==> src/rtl/cpu_pkg.sv <==
// Shared front-end definitions: issue kinds, the default injection word and a
// helper for occupancy-counter width.
package cpu_pkg;

    localparam logic [1:0] KIND_QUEUE  = 2'd0;
    localparam logic [1:0] KIND_REPLAY = 2'd1;
    localparam logic [1:0] KIND_TRAP   = 2'd2;
    localparam logic [1:0] KIND_INT    = 2'd3;

    localparam logic [63:0] INJ_WORD_DEF = 64'h0000_0000_0000_C0CD;

    typedef struct packed {
        logic       take;
        logic [1:0] kind;
    } issue_sel_t;

    function automatic int cnt_w(input int depth);
        return $clog2(depth + 1);
    endfunction

endpackage

==> src/rtl/issue_fifo.sv <==
// Circular instruction buffer; pointers wrap modulo DEPTH (a power of two).
module issue_fifo
    import cpu_pkg::*;
#(
    parameter int WIDTH = 64,
    parameter int DEPTH = 8
) (
    input  logic                      iClk,
    input  logic                      iRst,
    input  logic                      push,
    input  logic                      pop,
    input  logic                      flush,
    input  logic [WIDTH-1:0]          din,
    output logic [WIDTH-1:0]          head,
    output logic [cnt_w(DEPTH)-1:0]   count
);

    localparam int PW = (DEPTH > 1) ? $clog2(DEPTH) : 1;

    logic [WIDTH-1:0] mem [DEPTH];
    logic [PW-1:0]    wptr, rptr;

    always_ff @(posedge iClk) begin
        if (iRst || flush) begin
            wptr  <= '0;
            rptr  <= '0;
            count <= '0;
        end else begin
            if (push) wptr <= wptr + 1'b1;
            if (pop)  rptr <= rptr + 1'b1;
            case ({push, pop})
                2'b10:   count <= count + 1'b1;
                2'b01:   count <= count - 1'b1;
                default: ;
            endcase
        end
    end

    always_ff @(posedge iClk) begin
        if (push && !flush) mem[wptr] <= din;
    end

    assign head = mem[rptr];

endmodule

==> src/rtl/inst_issue_queue.sv <==
// Instruction prefetch/issue queue: credit-based fetch requests, a circular
// buffer, and a per-slot pick among replay, trap, interrupt and queue head.
module inst_issue_queue
    import cpu_pkg::*;
#(
    parameter int               WIDTH    = 64,
    parameter int               DEPTH    = 8,
    parameter int               VEC_W    = 8,
    parameter logic [WIDTH-1:0] INJ_WORD = WIDTH'(INJ_WORD_DEF)
) (
    input  logic                    iClk,
    input  logic                    iRst,
    output logic                    oReq,
    input  logic                    iAck,
    input  logic [WIDTH-1:0]        iInst,
    input  logic                    iFlush,
    input  logic                    iReady,
    input  logic                    iHold,
    input  logic                    iPrefix,
    input  logic                    iRepArm,
    input  logic                    iTrap,
    input  logic                    iIntEn,
    input  logic                    iInt,
    input  logic [VEC_W-1:0]        iIntVec,
    input  logic                    iHalt,
    output logic                    oIssue,
    output logic [WIDTH-1:0]        oInst,
    output logic [1:0]              oKind,
    output logic [VEC_W-1:0]        oVec,
    output logic                    oIntAck,
    output logic                    oHalted,
    output logic [cnt_w(DEPTH)-1:0] oCount
);

    localparam int CW = cnt_w(DEPTH);

    logic [CW-1:0]    count, outstanding;
    logic [CW:0]      committed;
    logic [WIDTH-1:0] head, retire_q, word;
    logic [VEC_W-1:0] vec_q;
    logic             rep_pend, trap_pend, int_pend, shadow;
    logic             slot, pop, ack_ok, int_set;
    issue_sel_t       sel;

    issue_fifo #(.WIDTH(WIDTH), .DEPTH(DEPTH)) u_fifo (
        .iClk  (iClk),
        .iRst  (iRst),
        .push  (iAck & ~iFlush),
        .pop   (pop),
        .flush (iFlush),
        .din   (iInst),
        .head  (head),
        .count (count)
    );

    assign oCount = count;

    // Injection waits out a prefix shadow so a prefix never loses its target.
    always_comb begin
        slot = iReady & ~iHold & ~iFlush;
        sel  = '{take: 1'b0, kind: KIND_QUEUE};
        if (slot) begin
            if (rep_pend)                 sel = '{take: 1'b1, kind: KIND_REPLAY};
            else if (trap_pend && !shadow) sel = '{take: 1'b1, kind: KIND_TRAP};
            else if (int_pend && !shadow)  sel = '{take: 1'b1, kind: KIND_INT};
            else if (count != '0 && !oHalted) sel = '{take: 1'b1, kind: KIND_QUEUE};
        end
        pop = sel.take && (sel.kind == KIND_QUEUE);
        case (sel.kind)
            KIND_QUEUE:  word = head;
            KIND_REPLAY: word = retire_q;
            default:     word = INJ_WORD;
        endcase
        committed = (CW+1)'(count) + (CW+1)'(outstanding) + (CW+1)'(oReq);
        ack_ok    = iAck && (outstanding != '0);
        int_set   = iInt && iIntEn && !int_pend && !oIntAck;
    end

    always_ff @(posedge iClk) begin
        if (iRst) begin
            oReq        <= 1'b0;
            outstanding <= '0;
            oIssue      <= 1'b0;
            oInst       <= '0;
            oKind       <= KIND_QUEUE;
            oVec        <= '0;
            oIntAck     <= 1'b0;
            oHalted     <= 1'b0;
            retire_q    <= '0;
            vec_q       <= '0;
            rep_pend    <= 1'b0;
            trap_pend   <= 1'b0;
            int_pend    <= 1'b0;
            shadow      <= 1'b0;
        end else begin
            if (iAck && !iFlush) assert (count != CW'(DEPTH));
            oReq        <= !iFlush && (committed < (CW+1)'(DEPTH));
            outstanding <= iFlush ? '0 : outstanding + CW'(oReq) - CW'(ack_ok);
            oIssue      <= sel.take;
            oKind       <= sel.take ? sel.kind : KIND_QUEUE;
            oInst       <= sel.take ? word : '0;
            oVec        <= (sel.take && sel.kind == KIND_INT) ? vec_q : '0;
            oIntAck     <= sel.take && (sel.kind == KIND_INT);
            if (pop) retire_q <= head;

            if (iFlush)                                   rep_pend <= 1'b0;
            else if (iRepArm)                             rep_pend <= 1'b1;
            else if (sel.take && sel.kind == KIND_REPLAY) rep_pend <= 1'b0;

            if (iFlush)       shadow <= 1'b0;
            else if (iPrefix) shadow <= 1'b1;
            else if (pop)     shadow <= 1'b0;

            if (iTrap)                                  trap_pend <= 1'b1;
            else if (sel.take && sel.kind == KIND_TRAP) trap_pend <= 1'b0;

            if (int_set) begin
                int_pend <= 1'b1;
                vec_q    <= iIntVec;
            end else if (sel.take && sel.kind == KIND_INT) begin
                int_pend <= 1'b0;
            end

            // Injected traps and interrupts are the way out of HLT.
            if (iHalt)                        oHalted <= 1'b1;
            else if (sel.take && sel.kind[1]) oHalted <= 1'b0;
        end
    end

endmodule

==> config.mk <==
export PLATFORM = sky130hd
export DESIGN_NAME = inst_issue_queue
export DESIGN_NICKNAME = d
export VERILOG_FILES = /design/src/rtl/cpu_pkg.sv /design/src/rtl/issue_fifo.sv /design/src/rtl/inst_issue_queue.sv
export SDC_FILE = /design/constraint.sdc
export NUM_CORES = 1
export LEC_CHECK = 0
export CAP_MARGIN = 15
export CORE_ASPECT_RATIO = 2
export CORE_MARGIN = 1.5
export CORE_UTILIZATION = 60
export CTS_CLUSTER_DIAMETER = 100
export DETAILED_ROUTE_END_ITERATION = 6
export GPL_ROUTABILITY_DRIVEN = 0
export PLACE_DENSITY = 0.92
export SKIP_CTS_REPAIR_TIMING = 1
export SLEW_MARGIN = 20
export SYNTH_ARGS = -nofsm -noshare
export SYNTH_HDL_FRONTEND = slang
export SYNTH_SLANG_ARGS = --single-unit
==> constraint.sdc <==
create_clock -name iClk -period 10.3 [get_ports iClk]
set_clock_uncertainty 0.1 [all_clocks]
set_input_delay 2.06 -clock iClk [delete_from_list [all_inputs] [get_ports iClk]]
set_output_delay 2.06 -clock iClk [all_outputs]
set_load 0.05 [all_outputs]
# After elaboration in Yosys (flattened, before gate mapping)
# Memory sizes are Yosys's and may differ from the RTL's. A register that Yosys moved wholly into a read port is not among the register bits.
# Index checks and enable logic that the tools add are counted.
op_classes:
  addsub: 8
  order_cmp: 1
  n_eq_ne: 5
  mux: 21
  bitwise_logic: 7
  reduce_logical: 32
op_table:
  columns: ["cell", "n"]
  rows:
  - ["$pmux 64 s2", 1]
  - ["$mux 3", 7]
  - ["$logic_and 1x1->1", 14]
  - ["$mux 1", 12]
  - ["$reduce_bool 2->1", 6]
  - ["$pmux 4 s2", 1]
  - ["$reduce_bool 4->1", 2]
  - ["$add 3x1->3 const B", 2]
  - ["$eq 2x2->1 const B", 3]
  - ["$reduce_or 2->1", 3]
  - ["$add 4x4->5", 1]
  - ["$add 5x1->5", 1]
  - ["$logic_not 1->1", 5]
  - ["$lt 5x4->1 const B", 1]
  - ["$add 4x1->4", 1]
  - ["$add 4x1->4 const B", 1]
  - ["$eq 2x1->1 const B", 2]
  - ["$not 1->1", 4]
  - ["$sub 4x1->4", 1]
  - ["$sub 4x1->4 const B", 1]
  - ["$and 1x1->1", 3]
  - ["$logic_not 2->1", 1]
  - ["$logic_or 1x1->1", 1]
totals:
  ff_bits: 168
  ramBits: 512
  wordCells: 92
  n_memories: 1
mem_list:
  columns: ["memory", "words", "width", "read_ports", "rd_clocked_by_memory_dff", "wr", "line_no", "rtl"]
  rows:
  - ["u_fifo.mem", 8, 64, 1, 1, 1, "issue_fifo.sv:20", "logic [WIDTH-1:0] mem [DEPTH];"]

# Logic depth before layout (Yosys ltp)
# Gate-level depths: netlist of the first run.
logic_depth:
  depth_word: 11
  ltp_mapped: 10

# Hierarchy
# From an unflattened synthesis of the first run, not the netlist that was laid out.
hier_totals:
  hier_cells: 1459
  hier_area_um2: 26360.3
by_module_without_submodules:
  columns: ["mod", "n_inst", "cells_each", "area_per_inst_um2"]
  rows:
  - ["issue_fifo", 1, 811, 19832.8]
  - ["inst_issue_queue", 1, 648, 6527.5]

# Worst setup path after synthesis of the first run
# Ideal clock, no wire load.
synth_timing:
  path_kind: "input -> register"
  start: "input port iAck"
  end: "memory u_fifo.mem[0][0], enable pin"
  setup_ns: 0.565
  t_arrival_ns: 6.760
  setup_slack_ns: 2.875
  stages: 3
  path_cell_list: "nor2b_1 -> nand2b_1 -> nor3_1"
synth_via:
  elab_chain_len: 4
synth_lines:
  columns: ["item", "line_no", "rtl"]
  rows:
  - ["start, declared", "inst_issue_queue.sv:14", "input logic iAck,"]
  - ["$and 1x1->1", "inst_issue_queue.sv:48", ".push (iAck & ~iFlush),"]
  - ["$logic_and 1x1->1", "issue_fifo.sv:40", "if (push && !flush) mem[wptr] <= din;"]
  - ["$mux 1", "issue_fifo.sv:40", null]
  - ["$mux 1 (not written as such)", "issue_fifo.sv:40", null]
  - ["end, declared", "issue_fifo.sv:20", null]
# No other way between the ends.

==> results of run 1 <==
-- power by group --
| group | switching (mW) | internal (mW) |
|---|---|---|
| Sequential | 0.0162 | 2.98 |
| Clock | 0.961 | 1.15 |
| Combinational | 0.124 | 0.0922 |
| Total | 1.10 | 4.22 |
-- area by class of cell --
cell class / count / area [um^2]
clock inverter: 38 / 370
multi-input combinational: 577 / 6070
inverter: 12 / 45.0
tap: 540 / 676
clock buffer: 62 / 1450
antenna: 8 / 20.0
timing repair buffer: 185 / 1800
sequential: 683 / 18800
fill: 2478 / 12400
-- per-stage QoR --
stage                     setup WS (ns)  util, %
final                              5.60     70.2
after global routing               5.40     70.2
after CTS                          5.62     70.2
after detailed placement           5.04     65.8
after global placement             5.13     65.8
after floorplan                    2.87        -
-- flip-flops by register name, summed over array words and instances, names as in the netlist, 2 cells and up, named ones only --
| register | cells |
|---|---|
| u_fifo.count | 4 |
| outstanding | 4 |
| u_fifo.mem | 512 |
| oVec | 8 |
| retire_q | 64 |
| u_fifo.rptr | 3 |
| oInst | 64 |
| vec_q | 8 |
| oKind | 2 |
| u_fifo.wptr | 3 |
-- layer usage --
layer	vias to the layer above	wire length [um]	part of all wire (%)
li1	5643	-	-
met1	6784	19600	35
met2	639	29900	54
met3	129	3720	6.7
met4	0	2110	3.8
met5	-	0	0
-- logic make-up after synthesis --
family | share of synthesized area (%)
multiplexers | 14.4
flip-flops | 74.7
adder cells (fa/ha/maj) | 0.776
AND/OR/NAND/NOR | 3.98
buffers and inverters | 1.59
AO/OA/AOI/OAI | 4.28
XOR/XNOR | 0.244
-- cells in the final DEF (no fill, tap or decap), types with 14 or more instances in the layout --
cell type,netlist,routed
nor2_1,44,38
nand2_1,61,60
edfxtp_1,512,512
o2bb2ai_1,61,61
dfxtp_1,171,168
ha_1,14,14
buf_4,8,20
clkdlybuf4s50_1,0,165
mux4_2,128,128
nand2b_1,57,57
mux2i_1,71,71
a21oi_1,67,66
clkbuf_16,0,55
-- worst max path at each step --
stage / from / to / slack (ns) / depth (start not counted)
6_report: iRst / retire_q[26] / 5.60 / 5
2_1_floorplan: iAck / u_fifo.mem[0][0] / 2.87 / 3
3_5_place_dp: iRst / retire_q[45] / 5.04 / 5
3_3_place_gp: iAck / u_fifo.mem[5][52] / 5.13 / 5
4_1_cts: iAck / u_fifo.mem[1][8] / 5.62 / 5
5_1_grt: iRst / retire_q[23] / 5.40 / 5
-- Yosys cell counts, types with 2 or more instances --
cell	number	area share [%]
a32o_1	3	0.12
nand2b_1	57	1.4
mux2_2	3	0.13
nor3b_2	2	0.099
xnor2_1	2	0.070
buf_1	9	0.13
nor4bb_1	2	0.080
dfxtp_1	171	14
a211oi_1	8	0.24
a22oi_1	3	0.090
nor2_1	44	0.66
nor3_1	3	0.060
a21oi_1	67	1.3
buf_2	26	0.52
clkbuf_1	29	0.43
nand3_1	2	0.040
nand2_1	61	0.91
nor2b_1	3	0.075
a31oi_1	2	0.050
edfxtp_1	512	61
o21ai_0	7	0.14
mux2i_1	71	2.8
buf_4	8	0.24
ha_1	14	0.70
mux4_2	128	11
inv_1	12	0.18
and2_1	10	0.25
xor2_1	5	0.17
nor4_2	2	0.099
buf_6	2	0.090
or3_1	2	0.050
o2bb2ai_1	61	2.1
-- critical path, stage by stage --
cell and delay [ns]:
clkdlybuf4s50_1 0.71, or2_1 0.59, nor3b_2 0.63, nand2_4 0.63, o2bb2ai_1 0.46
==> flow_metrics.py, run 1 <==
metrics = {
    "status": {
        "status": "finished clean",
    },
    "global_routing": {
        "grt.met1_usage_pct": 30.7,
        "busiest_layer": "met2",
        "grt_use_met3_pct": 4.30,
        "grt_pass1_vias": 14000,
        "grt_use_met2_pct": 46.4,
        "grt_overflow": 0,
        "antenna_found_initial": 7,
        "grtUsageTotal_pct": 26.1,
        "grt_pass1_wl_mm": 83.7,
        "grt_max_degree": 75,
    },
    "die": {
        "pin_count": 166,
        "die_area_um2": 43200,
        "die_y_um": 293,
        "rows": 106,
        "die_w_um": 148,
        "core_area_um2": 41600,
        "initial_core_util_pct": 60.4,
    },
    "worst_setup_path": {
        "cp-start-kind": "input pin",
        "r2r-end": "oInst[53]",
        "end_kind": "register",
        "critPathArrivalTime_ns": 5.10,
        "cp.required_ns": 10.70,
        "path_class": "input pin to register",
        "cp_max_fo": 61,
        "reg2reg_depth": 6,
        "regToRegSetupSlack_ns": 6.26,
    },
    "cts": {
        "path_clk_slew_ns": 0.07,
        "clk_latency_ns": 0.60,
        "root_buffer": "clkbuf_16",
        "h-tree-depth": 2,
        "clk_path_buf_depth": 3,
        "cts_tree": "built",
        "clkSinkCount": 683,
        "cts_buffers": 53,
    },
    "route": {
        "vias": 13200,
        "dr.pass1.iters": 5,
        "routed_wl_mm": 55.2,
        "post-route-drc-count": 0,
        "routed_via_density": 6.27,
        "drt-initial-drc-count": 1114,
        "ant_nets": 0,
        "routedWlPerCell_um": 26.2,
    },
    "timing": {
        "max_freq_mhz": 213,
        "final_hold_viol_count": 0,
        "tightest_slew_ns": 1.10,
        "fin_setup_tns_ns": 0,
        "finalCriticalPeriod_ns": 4.70,
        "hold_ws_ns": 0.358,
        "rsz0062_at_grt": "false",
        "relSlewSlack_pct": 27.0,
        "min_period_over_period_pct": 45.6,
        "setup_viol": 0,
        "slew_viol_final": 0,
    },
    "place": {
        "dp_hpwl_mm": 29.8,
        "portBuffers": 165,
        "placed_cells": 1997,
        "dpl_cell_area_um2": 27400,
    },
    "hold_path": {
        "whs_path_depth": 1,
        "worstHoldStart": "vec_q[6]",
        "worstHoldPathType": "register to register",
        "hold_end": "oVec[6]",
    },
    "synth": {
        "synth-seq-cells": 683,
        "ys.flop_type": "edfxtp_1",
        "synthArstFlopShare_pct": 0,
        "netlist_area_um2": 25200,
        "syn_avg_cell_area_um2": 18.7,
        "synth_enable_flop_cells": 512,
        "syn_nets": 1445,
        "ys_seq_area_share_pct": 74.7,
        "ys_types": 47,
        "yosys_warnings": 0,
        "syn-instance-count": 1346,
    },
    "final_layout": {
        "nets": 1611,
        "syn_to_final_growth_pct": 16.2,
        "fin_area_um2": 29200,
        "layout-drive-gt1-share_pct": 17.1,
        "fin_cells": 2105,
    },
    "power": {
        "irDropWorstVdd_mv": 0.150,
        "power.leakage_nw": 9.21,
        "power_density_nw_per_um2": 182,
        "power_mw": 5.32,
    },
    "job": {
        "maxCapViolCount": 0,
    },
}
No activity file was read; power rests on OpenSTA's default activity.
==> run 2, diff against run 1 <==
--- a/config.mk
+++ b/config.mk
@@ -8,11 +8,11 @@
 export CAP_MARGIN = 15
 export CORE_ASPECT_RATIO = 2
 export CORE_MARGIN = 1.5
-export CORE_UTILIZATION = 60
+export CORE_UTILIZATION = 53
 export CTS_CLUSTER_DIAMETER = 100
 export DETAILED_ROUTE_END_ITERATION = 6
 export GPL_ROUTABILITY_DRIVEN = 0
-export PLACE_DENSITY = 0.92
+export PLACE_DENSITY = 0.87
 export SKIP_CTS_REPAIR_TIMING = 1
 export SLEW_MARGIN = 20
 export SYNTH_ARGS = -nofsm -noshare
==> constraint.sdc (replaced) <==
create_clock -name iClk -period 3.9 [get_ports iClk]
set_clock_uncertainty 0.1 [all_clocks]
set_input_delay 0.78 -clock iClk [delete_from_list [all_inputs] [get_ports iClk]]
set_output_delay 0.78 -clock iClk [all_outputs]
set_load 0.05 [all_outputs]
==> flow_metrics.py, run 2 (synthesis gave the netlist of run 1 again) <==
metrics = {
    "die": {
        "die_area_um2": 48900,
        "initial_core_util_pct": 53.8,
        "rows": 112,
        "die_w_um": 157,
        "pin_count": 166,
        "die_y_um": 311,
        "core_area_um2": 46800,
    },
    "hold_path": {
        "worstHoldPathType": "register to register",
        "whs_path_depth": 2,
    },
    "final_layout": {
        "final_common_cell": "edfxtp_1",
        "final_cell_mix": "edfxtp_1, dfxtp_1, clkdlybuf4s50_1",
        "nets": 1632,
        "largest_reg_flops": 512,
        "layout-drive-gt1-share_pct": 18.0,
        "syn_to_final_growth_pct": 18.4,
        "fin_area_um2": 29800,
        "fin_util_pct": 63.6,
        "top_register": "u_fifo.mem",
        "reg_top3": "u_fifo.mem x512, oInst x64, retire_q x64",
    },
    "route": {
        "dr.pass1.iters": 5,
        "ant_nets": 0,
        "routed_via_density": 5.86,
        "post-route-drc-count": 0,
        "drt-initial-drc-count": 1183,
        "routed_wl_mm": 54.0,
        "vias": 12900,
        "routedWlPerCell_um": 24.4,
    },
    "global_routing": {
        "grt_pass1_wl_mm": 81.6,
        "grtUsageTotal_pct": 22.6,
        "grt_max_degree": 68,
        "grt_pass1_vias": 14000,
        "antenna_found_initial": 4,
        "grt_overflow": 0,
    },
    "cts": {
        "clk_latency_ns": 0.61,
        "path_clk_slew_ns": 0.06,
        "clkSinkCount": 683,
        "clk_path_buf_depth": 3,
        "h-tree-depth": 2,
        "root_buffer": "clkbuf_16",
        "cts_tree": "built",
        "cts_buffers": 54,
    },
    "power": {
        "irDropWorstVdd_mv": 0.344,
        "p_seq_share_pct": 55.6,
        "combPwrFrac_pct": 4.0,
        "p_clk_share_pct": 40.4,
        "power_density_nw_per_um2": 478,
        "net-switching-power_mw": 2.87,
        "p_int_mw": 11.4,
        "power.leakage_nw": 9.38,
        "power_mw": 14.2,
        "switching_share_pct": 20.2,
    },
    "worst_setup_path": {
        "critPathArrivalTime_ns": 3.39,
        "cp_slowest_cell": "or3b_2",
        "cp-start-kind": "input pin",
        "worstPathCellList": "clkdlybuf4s50_1, or3b_2, nor2_1, ha_1, xor2_1, ha_1, a21oi_1, xor2_1, or3_1, a21oi_1",
        "path_class": "input pin to register",
        "reg2reg_depth": 10,
        "cp_max_fo": 6,
        "cp.required_ns": 4.32,
        "end_kind": "register",
        "crit_path_max_incr_delay_ns": 0.54,
    },
    "timing": {
        "setup_ws_ns": 0.931,
        "setup_viol": 0,
        "final_hold_viol_count": 0,
        "min_period_over_period_pct": 76.1,
        "relSlewSlack_pct": 30.4,
        "max_freq_mhz": 337,
        "finalCriticalPeriod_ns": 2.97,
        "tightest_slew_ns": 1.04,
        "rsz0062_at_grt": "false",
        "slew_viol_final": 0,
    },
    "job": {
        "maxCapViolCount": 0,
    },
    "status": {
        "status": "finished clean",
    },
    "place": {
        "portBuffers": 165,
        "dpl_cell_area_um2": 27900,
        "dpl_worst_slack_ns": 0.369,
        "dp_hpwl_mm": 31.2,
    },
}
run 2: cell types whose count changed in the layout (fill, tap and decap cells not counted), sizes merged:
cell / previous run / this run
bufinv: 5 / 9
clkinv: 21 / 18
inv: 15 / 14
clkbuf: 62 / 64
buf: 20 / 40
diode: 8 / 4
run 2: power by group through the flow:
stage,Sequential (mW),Combinational (mW),Clock [mW]
after floorplan,8.11,0.266,0
after global placement,8.07,0.542,0
after detailed placement,8.08,0.571,0
after CTS,7.92,0.577,5.83
after global routing,7.92,0.626,6.08
final,7.92,0.572,5.76
run 2: per-layer routing:
layer | wire (um) | global-route usage (%)
met1 | 19900 | 26.8
met2 | 29000 | 40.5
met3 | 3190 | 3.55
met4 | 1870 | 9.24
met5 | 12 | 0
run 2: metrics by stage:
step / hold slack, ns / cells / TNS [ns]
2_1_floorplan: 0.329 / 1346 / -238.65
3_3_place_gp: 0.332 / 2104 / 0
3_5_place_dp: 0.345 / 2104 / 0
4_1_cts: 0.357 / 2206 / 0
5_1_grt: 0.368 / 2209 / 0
6_report: 0.355 / 2210 / 0
run 2: path summary, 6_finish.rpt:
check	start	endpoint	slack [ns]
setup / recovery	iFlush	u_fifo.count[2]	0.93
hold / removal	retire_q[49]	oInst[49]	0.35
setup reg to reg	u_fifo.count[1]	u_fifo.count[2]	0.93
hold reg to reg	retire_q[49]	oInst[49]	0.35
run 2: layout make-up:
class,instances,area [um^2]
tap,627,785
antenna,4,10.0
clock buffer,64,1440
multi-input combinational,577,6080
inverter,12,45.0
fill,3095,17000
sequential,683,18800
timing repair buffer,205,2160
clock inverter,38,447
run 2: worst max-delay path: cells and delay by family:
kind,cells,cell delay [ns]
buffers and inverters,1,0.49
XOR/XNOR,2,0.36
AND/OR/NAND/NOR,3,1.08
AO/OA/AOI/OAI,2,0.21
adder cells (fa/ha/maj),2,0.46
